File: src/rtl/exc_pkg.sv
// Shared types and constants for the fetch-path exception sequencer.
package exc_pkg;

  typedef enum logic [1:0] {
    IDLE    = 2'd0,
    HANDLER = 2'd1,
    HALT    = 2'd2
  } exc_state_t;

  localparam logic [3:0] ESR_NONE    = 4'h0;
  localparam logic [3:0] ESR_ILLEGAL = 4'h1;
  localparam logic [3:0] ESR_IRQ     = 4'h2;
  localparam logic [3:0] ESR_DOUBLE  = 4'h3;

  // Handler image lives at ROM word 53.
  localparam logic [63:0] EXC_VECTOR_DEFAULT = 64'hD4;

endpackage

File: src/rtl/exc_if.sv
// Decode-side requests and fetch-side steering signals of the exception sequencer.
interface exc_if #(
  parameter int unsigned N = 64
);
  logic         stall_d;
  logic [N-1:0] pc_d;
  logic         illegal_d;
  logic         ext_irq;
  logic         eret_d;
  logic         pc_redirect;
  logic [N-1:0] pc_target;
  logic         flush_fd;
  logic         flush_de;
  logic [N-1:0] elr;
  logic [3:0]   esr;
  logic         in_handler;
  logic         halted;

  modport master (
    output stall_d, pc_d, illegal_d, ext_irq, eret_d,
    input  pc_redirect, pc_target, flush_fd, flush_de, elr, esr, in_handler, halted
  );

  modport slave (
    input  stall_d, pc_d, illegal_d, ext_irq, eret_d,
    output pc_redirect, pc_target, flush_fd, flush_de, elr, esr, in_handler, halted
  );
endinterface

File: src/rtl/exc_prio.sv
// Priority encoder: picks which decode event (if any) the sequencer acts on.
module exc_prio
  import exc_pkg::*;
(
  input  exc_state_t state,
  input  logic       illegal_d,
  input  logic       ext_irq,
  input  logic       eret_d,
  output logic       take,
  output logic [3:0] cause
);

  // In HANDLER, take with ESR_NONE means an ERET return; ext_irq is masked there.
  always_comb begin
    take  = 1'b0;
    cause = ESR_NONE;
    unique case (state)
      IDLE: begin
        if (illegal_d || eret_d) begin
          take  = 1'b1;
          cause = ESR_ILLEGAL;
        end else if (ext_irq) begin
          take  = 1'b1;
          cause = ESR_IRQ;
        end
      end
      HANDLER: begin
        if (illegal_d) begin
          take  = 1'b1;
          cause = ESR_DOUBLE;
        end else if (eret_d) begin
          take  = 1'b1;
          cause = ESR_NONE;
        end
      end
      default: begin
        take  = 1'b0;
        cause = ESR_NONE;
      end
    endcase
  end

endmodule

File: src/rtl/exc_ctrl.sv
// Exception sequencer: steers PC to the handler, saves ELR/ESR, flushes front end, handles ERET.
module exc_ctrl
  import exc_pkg::*;
#(
  parameter int unsigned  N          = 64,
  parameter logic [N-1:0] EXC_VECTOR = N'(EXC_VECTOR_DEFAULT)
) (
  input logic  clk,
  input logic  reset,
  exc_if.slave bus
);

  exc_state_t   state_q, state_nx;
  logic [N-1:0] elr_q, elr_nx;
  logic [3:0]   esr_q, esr_nx;
  logic         take;
  logic [3:0]   cause;
  logic         ev;

  exc_prio u_prio (
    .state     (state_q),
    .illegal_d (bus.illegal_d),
    .ext_irq   (bus.ext_irq),
    .eret_d    (bus.eret_d),
    .take      (take),
    .cause     (cause)
  );

  // Mealy outputs are also gated by reset so they drop while reset is held low.
  assign ev = reset && !bus.stall_d;

  always_comb begin
    state_nx        = state_q;
    elr_nx          = elr_q;
    esr_nx          = esr_q;
    bus.pc_redirect = 1'b0;
    bus.pc_target   = '0;
    bus.flush_fd    = 1'b0;
    bus.flush_de    = 1'b0;
    if (ev) begin
      unique case (state_q)
        IDLE: begin
          if (take) begin
            bus.pc_redirect = 1'b1;
            bus.pc_target   = EXC_VECTOR;
            bus.flush_fd    = 1'b1;
            bus.flush_de    = 1'b1;
            elr_nx          = bus.pc_d;
            esr_nx          = cause;
            state_nx        = HANDLER;
          end
        end
        HANDLER: begin
          if (take && cause == ESR_DOUBLE) begin
            bus.flush_fd = 1'b1;
            bus.flush_de = 1'b1;
            esr_nx       = ESR_DOUBLE;
            state_nx     = HALT;
          end else if (take) begin
            bus.pc_redirect = 1'b1;
            bus.pc_target   = elr_q;
            bus.flush_fd    = 1'b1;
            bus.flush_de    = 1'b1;
            state_nx        = IDLE;
          end
        end
        HALT: begin
          bus.flush_fd = 1'b1;
          bus.flush_de = 1'b1;
        end
        default: state_nx = IDLE;
      endcase
    end
  end

  always_ff @(posedge clk or negedge reset) begin
    if (!reset) begin
      state_q <= IDLE;
      elr_q   <= '0;
      esr_q   <= ESR_NONE;
    end else begin
      state_q <= state_nx;
      elr_q   <= elr_nx;
      esr_q   <= esr_nx;
    end
  end

  assign bus.elr        = elr_q;
  assign bus.esr        = esr_q;
  assign bus.in_handler = (state_q == HANDLER);
  assign bus.halted     = (state_q == HALT);

endmodule

File: src/flat_wrapper.sv
// flat-port wrapper written by rule: the top's interface ports become plain ports
module exc_ctrl_flat import exc_pkg::*;
#(
  parameter int unsigned  N          = 64,
  parameter logic [N-1:0] EXC_VECTOR = N'(EXC_VECTOR_DEFAULT)
)
  (clk, reset, bus_stall_d, bus_pc_d, bus_illegal_d, bus_ext_irq, bus_eret_d, bus_pc_redirect, bus_pc_target, bus_flush_fd, bus_flush_de, bus_elr, bus_esr, bus_in_handler, bus_halted);
  exc_if #(.N(N)) bus_i ();
  input logic clk;
  input logic reset;
  input wire logic [$bits(bus_i.stall_d)-1:0] bus_stall_d;
  input wire logic [$bits(bus_i.pc_d)-1:0] bus_pc_d;
  input wire logic [$bits(bus_i.illegal_d)-1:0] bus_illegal_d;
  input wire logic [$bits(bus_i.ext_irq)-1:0] bus_ext_irq;
  input wire logic [$bits(bus_i.eret_d)-1:0] bus_eret_d;
  output wire logic [$bits(bus_i.pc_redirect)-1:0] bus_pc_redirect;
  output wire logic [$bits(bus_i.pc_target)-1:0] bus_pc_target;
  output wire logic [$bits(bus_i.flush_fd)-1:0] bus_flush_fd;
  output wire logic [$bits(bus_i.flush_de)-1:0] bus_flush_de;
  output wire logic [$bits(bus_i.elr)-1:0] bus_elr;
  output wire logic [$bits(bus_i.esr)-1:0] bus_esr;
  output wire logic [$bits(bus_i.in_handler)-1:0] bus_in_handler;
  output wire logic [$bits(bus_i.halted)-1:0] bus_halted;
  assign bus_i.stall_d = bus_stall_d;
  assign bus_i.pc_d = bus_pc_d;
  assign bus_i.illegal_d = bus_illegal_d;
  assign bus_i.ext_irq = bus_ext_irq;
  assign bus_i.eret_d = bus_eret_d;
  assign bus_pc_redirect = bus_i.pc_redirect;
  assign bus_pc_target = bus_i.pc_target;
  assign bus_flush_fd = bus_i.flush_fd;
  assign bus_flush_de = bus_i.flush_de;
  assign bus_elr = bus_i.elr;
  assign bus_esr = bus_i.esr;
  assign bus_in_handler = bus_i.in_handler;
  assign bus_halted = bus_i.halted;
  exc_ctrl #(.N(N), .EXC_VECTOR(EXC_VECTOR)) u_core (.clk(clk), .reset(reset), .bus(bus_i));
endmodule
File: config.mk
export PLATFORM = sky130hd
export DESIGN_NAME = exc_ctrl_flat
export DESIGN_NICKNAME = d
export VERILOG_FILES = /design/src/rtl/exc_pkg.sv /design/src/rtl/exc_if.sv /design/src/rtl/exc_prio.sv /design/src/rtl/exc_ctrl.sv /design/src/flat_wrapper.sv
export SDC_FILE = /design/constraint.sdc
export NUM_CORES = 1
export LEC_CHECK = 0
export CAP_MARGIN = 20
export CORE_ASPECT_RATIO = 1.75
export CORE_MARGIN = 2
export CORE_UTILIZATION = 30
export CTS_BUF_LIST = sky130_fd_sc_hd__clkbuf_16
export DETAILED_ROUTE_END_ITERATION = 6
export PLACE_DENSITY = 0.69
export SETUP_SLACK_MARGIN = 0.4
export SLEW_MARGIN = 25
export SYNTH_ARGS = -nofsm -noshare
export SYNTH_HDL_FRONTEND = slang
export SYNTH_SLANG_ARGS = --single-unit
File: constraint.sdc
create_clock -name clk -period 3.9 [get_ports clk]
set_clock_uncertainty 0.05 [all_clocks]
set_input_delay 0.975 -clock clk [delete_from_list [all_inputs] [get_ports clk]]
set_output_delay 0.975 -clock clk [all_outputs]
set_load 0.1 [all_outputs]
==> flow_summary.ini, run 1 <==
[timing]
setup-violations-final = 0
period_share_pct = 86.9
layout_min_cycle_time_ns = 3.39
max_freq_mhz = 295
maxSlewHeadroom_pct = 31.6
setup_tns_ns = 0
rsz0062_at_grt = no
hold_viol = 0
worst_pin_slew_ns = 1.02
drv_slew = 0

[synth]
synth.most_common_cell = dfrtp_1
syn_area_sq_um = 3140
synth_fa_ha_area_share_pct = 0
synth_ff_type = dfrtp_1
yosys_register_bits = 68
synth_top_family_by_area = multiplexers
syn_inst = 244
synth-xor-area-share_pct = 0
synthMuxAreaShare_pct = 22.9
synth_top_cell_by_area = dfrtp_1
synth_area_leaders = dfrtp_1 (54%), mux2_2 (23%), and2_1 (12%)
synthSimpleGateAreaFrac_pct = 15.3
ys_top_cells_by_count = dfrtp_1 (68), mux2_2 (64), and2_1 (60), buf_6 (6), clkbuf_1 (6)
synth_compound_area_share_pct = 3.34
synth_edf_count = 0
ys_seq_area_share_pct = 54.1
syn_area_per_cell_sq_um = 12.9
async_reset_ff_share_pct = 100
ys_types = 27
synth_top_area_share_pct = 54.1
yosysWarnings = 0

[layout]
multiInputGateArea_sq_um = 1490
stdcell_count = 588
final_area_sq_um = 6490
regArea_sq_um = 1700
syn_to_final_growth_pct = 107
diodes = 0
fin_nets = 526
drive_gt1_share_pct = 50.8
nFillCells = 776

[clock_network]
clk_path_buf_depth = 2
cts_tree = yes
clock_latency_ns = 0.32
root_buffer = clkbuf_16
cts_num_sinks = 68
cts.htree.levels = 3
cts_made_buffers = 9
path_clk_slew_ns = 0.05

[global_routing]
grt_max_degree = 38
gr-total-overflow = 0
grt_first_pass_wirelength_microns = 15200
antenna_found_initial = 0
first_global_vias = 2878
track_usage_pct = 17.8

[die]
dieHeight_microns = 139
die_area_sq_um = 11300
rows = 49
die_w_microns = 81.4
core_sq_um = 10200
io_pins = 207
start_util_pct = 30.7

[placement]
dp_hpwl_microns = 7520
place.port_buffers = 204
place_area_sq_um = 6080
place.gp.congestion = 0.771
placedCellCount = 567

[critical_path]
r2r_start = u_core.state_q[1]
crit_buf_inv = 4
crit_start = bus_illegal_d
critPathKind = in2out
cp_slowest_cell = dlygate4sd2_1
cp_common_cell = buf_12
critPathArrivalTime_ns = 2.36
endpoint_kind = output port
cp-start-kind = input pin
critPathRequiredTime_ns = 2.87
crit_fanout = 26
crit_chain = dlygate4sd2_1, nand2b_4, nor4_4, buf_6, buf_12, and2_2, buf_12
max_stage_delay_ns = 0.30
critPathTopFamily = buffers and inverters

[drt]
ant_nets = 0
wirelength_microns = 10100
first_iter_violations = 76
viasPerCell = 4.57
drc = 0
num_vias = 2689
firstDrtPassIters = 4
wl_per_cell_microns = 17.2

[worst_hold_path]
hold_path_class = reg2reg
worstHoldStart = u_core.bus.esr[1]

[job]
cap_violations = 0

[status]
status = completed
==> layout by cell type, fill, tap and decap left out, types with 2 or more instances in the layout <==
| cell type | synthesis | layout |
|---|---|---|
| a21oi_4 | 0 | 2 |
| conb_1 | 1 | 2 |
| mux2_2 | 64 | 64 |
| buf_12 | 0 | 70 |
| nor3_1 | 4 | 3 |
| o21ai_0 | 2 | 2 |
| inv_1 | 2 | 2 |
| clkinv_2 | 0 | 3 |
| nand2b_4 | 0 | 2 |
| clkdlybuf4s50_1 | 0 | 130 |
| dlymetal6s2s_1 | 0 | 2 |
| clkinv_1 | 0 | 3 |
| clkbuf_16 | 0 | 11 |
| o21a_4 | 0 | 4 |
| dlygate4sd2_1 | 0 | 2 |
| buf_4 | 3 | 10 |
| a21oi_1 | 5 | 3 |
| and2_2 | 0 | 59 |
| dfrtp_1 | 68 | 68 |
==> layer usage <==
| layer | vias to the layer above | global-route usage (%) | routed length (microns) |
|---|---|---|---|
| met4 | 0 | 9.10 | 322 |
| met1 | 1292 | 17.6 | 3400 |
| met3 | 20 | 5.25 | 784 |
| li1 | 1248 | - | - |
| met2 | 129 | 32.2 | 5620 |
| met5 | - | 0 | 0 |
==> final cells by class <==
| cell class | instances | share of cell area, % |
|---|---|---|
| Clock buffer | 9 | 3.47 |
| Clock inverter | 7 | 0.520 |
| Inverter | 2 | 0.116 |
| Multi-Input combinational cell | 158 | 22.9 |
| Sequential cell | 68 | 26.2 |
| Tap cell | 127 | 2.45 |
| Timing Repair Buffer | 217 | 44.4 |
==> kinds of logic after synthesis <==
| logic type | after synthesis |
|---|---|
| AO/OA/AOI/OAI | 16 |
| buffers and inverters | 19 |
| flip-flops | 68 |
| multiplexers | 64 |
| other | 1 |
| AND/OR/NAND/NOR | 76 |
==> state kept, by name, indices dropped and copies added, names as in the netlist <==
register,cells
u_core.bus.elr,64
u_core.state_q,2
u_core.bus.esr,2
==> final timing paths <==
kind                                            to  slack (ns)  cells past startpoint
worst max-delay path             bus_pc_target[11]        0.51                      7
worst min-delay path             u_core.bus.esr[1]        0.45                      1
worst max register to register  u_core.bus.elr[50]        1.58                      5
worst min register to register   u_core.bus.esr[1]        0.45                      1
max in group asynchronous       u_core.bus.elr[41]        2.76                      2
min in group asynchronous        u_core.bus.elr[2]        0.67                      2
==> worst register-to-register path, cell delays in order (launching register included) <==
cell and delay, ns:
dfrtp_1 0.48, or3b_1 0.48, buf_4 0.19, nor3_4 0.17, buf_4 0.41, mux2_2 0.42
==> metrics by stage <==
step | utilization [%] | hold WS, ns | worst slack (ns)
2_1_floorplan | - | 0.531 | 0.305
3_3_place_gp | 59.4 | 0.448 | 0.0839
3_5_place_dp | 59.4 | 0.454 | 0.0965
4_1_cts | 62.6 | 0.466 | 0.400
5_1_grt | 63.4 | 0.483 | 0.466
6_report | 63.4 | 0.447 | 0.512
==> repair_timing <==
action                     in CTS  in global routing
gates cloned                    1                  2
hold buffers                    0                  0
gates resized for setup        16                  7
buffers inserted                1                  1
pin swaps                       2                  2
setup endpoints to repair      66                 66
Power of run 1 is not shown: default switching activity piles up to over one toggle a cycle in this logic, so the estimate is an artifact.
==> run 2, diff against run 1 <==
--- a/config.mk
+++ b/config.mk
@@ -9,9 +9,8 @@
 export CORE_ASPECT_RATIO = 1.75
 export CORE_MARGIN = 2
 export CORE_UTILIZATION = 30
-export CTS_BUF_LIST = sky130_fd_sc_hd__clkbuf_16
 export DETAILED_ROUTE_END_ITERATION = 6
-export PLACE_DENSITY = 0.69
+export PLACE_DENSITY = 0.76
 export SETUP_SLACK_MARGIN = 0.4
 export SLEW_MARGIN = 25
 export SYNTH_ARGS = -nofsm -noshare
==> flow_summary.ini, run 2 (synthesis results as in run 1) <==
[clock_network]
cts_num_sinks = 68
hold_buffers = 0
cts.htree.levels = 3
cts_tree = yes
clk_path_buf_depth = 2
cts_made_buffers = 9
root_buffer = clkbuf_16
clock_latency_ns = 0.32
path_clk_slew_ns = 0.05

[critical_path]
critPathRequiredTime_ns = 2.87
max_stage_delay_ns = 0.55
r2r_start = u_core.state_q[1]
cp-start-kind = input pin
r2r_slack_ns = 1.62
crit_fanout = 4
r2r_cells = 5
reg2reg_to = u_core.bus.elr[40]
endpoint_kind = output port
crit_chain = clkdlybuf4s50_1, nor3_2, or3_1, a21oi_4, buf_12
cp_slowest_cell = clkdlybuf4s50_1
critPathArrivalTime_ns = 2.44
critPathKind = in2out

[worst_hold_path]
hold_end = u_core.bus.esr[1]
worstHoldStart = u_core.bus.esr[1]
hold_depth = 1
hold_path_class = reg2reg

[layout]
drive_gt1_share_pct = 51.2
regArea_sq_um = 1700
mostFrequentLayoutCells = clkdlybuf4s50_1 (131), buf_12 (69), dfrtp_1 (68)
fin_nets = 522
syn_to_final_growth_pct = 106
stdcell_count = 584
largest_register_ffs = 64
final_common_cell = clkdlybuf4s50_1
diodes = 0
nFillCells = 756
multiInputGateArea_sq_um = 1490
final_util_pct = 63.3

[die]
core_sq_um = 10200
die_area_sq_um = 11300
rows = 49
start_util_pct = 30.7
die_w_microns = 81.4
dieHeight_microns = 139
io_pins = 207

[global_routing]
antenna_found_initial = 0
track_usage_pct = 18.8
gr-total-overflow = 0
grt_first_pass_wirelength_microns = 15900
first_global_vias = 2992
grt_max_degree = 69

[drt]
drc = 0
wirelength_microns = 10300
wl_per_cell_microns = 17.6
num_vias = 2681
viasPerCell = 4.59
firstDrtPassIters = 3
ant_nets = 0
first_iter_violations = 84

[timing]
setup-violations-final = 0
drv_slew = 0
period_share_pct = 88.9
layout_min_cycle_time_ns = 3.47
max_freq_mhz = 289
worst_pin_slew_ns = 1.02
maxSlewHeadroom_pct = 31.7
setup_tns_ns = 0
rsz0062_at_grt = no
hold_viol = 0

[placement]
place.gp.congestion = 0.819
dp_hpwl_microns = 7810
place.port_buffers = 204
placedCellCount = 564

[status]
status = completed

[job]
cap_violations = 0
-- run 2: cell types whose count changed in the layout (fill, tap and decap cells not counted), moves of 2 or more --
cell / previous run / this run
clkinv_2: 3 / 1
bufinv_16: 0 / 2
dlymetal6s2s_1: 2 / 0
clkinv_1: 3 / 0
clkinvlp_4: 1 / 3
clkbuf_16: 11 / 9
buf_4: 10 / 8
-- run 2: worst max-delay path by stage --
stage	start	end	slack [ns]	depth (start not counted)
2_1_floorplan	u_core.state_q[0]	bus_flush_fd	0.31	5
3_3_place_gp	bus_illegal_d	bus_pc_target[22]	0.17	6
3_5_place_dp	bus_illegal_d	bus_pc_target[33]	0.12	6
4_1_cts	bus_ext_irq	bus_flush_fd	0.47	5
5_1_grt	bus_ext_irq	bus_flush_fd	0.40	5
6_report	bus_ext_irq	bus_flush_de	0.43	5
-- run 2: what timing repair did --
item / CTS / global route
setup buffers: 3 / 0
resized for setup: 21 / 0
endpoints found under the setup margin: 66 / 0
-- run 2: metrics by stage --
stage               hold WS [ns]  area (sq um)  setup WS [ns]
floorplan                  0.531          3290          0.305
global placement           0.433          6060          0.165
detailed placement         0.444          6060          0.122
CTS                        0.457          6480          0.469
global route               0.473          6480          0.404
finish                     0.464          6480          0.435
-- run 2: critical path: cells and delay by family --
kind	cells	cell delay [ns]
simple gates	2	0.47
compound gates	1	0.23
buf+inv	2	0.76
-- run 2: layer usage --
metal	track usage, %	wire length (microns)
met3	3.76	572
met1	18.2	3330
met4	8.92	239
met5	0	0
met2	36.0	6140
-- run 2: layout make-up --
class,count,area share [%]
flip-flops and latches,68,26.2
clock inverters,6,1.35
repair buffers,213,43.2
well taps,127,2.45
multi-input cells,158,23.0
clock buffers,10,3.69
inverters,2,0.116
Power of run 2 is left out for the same reason.
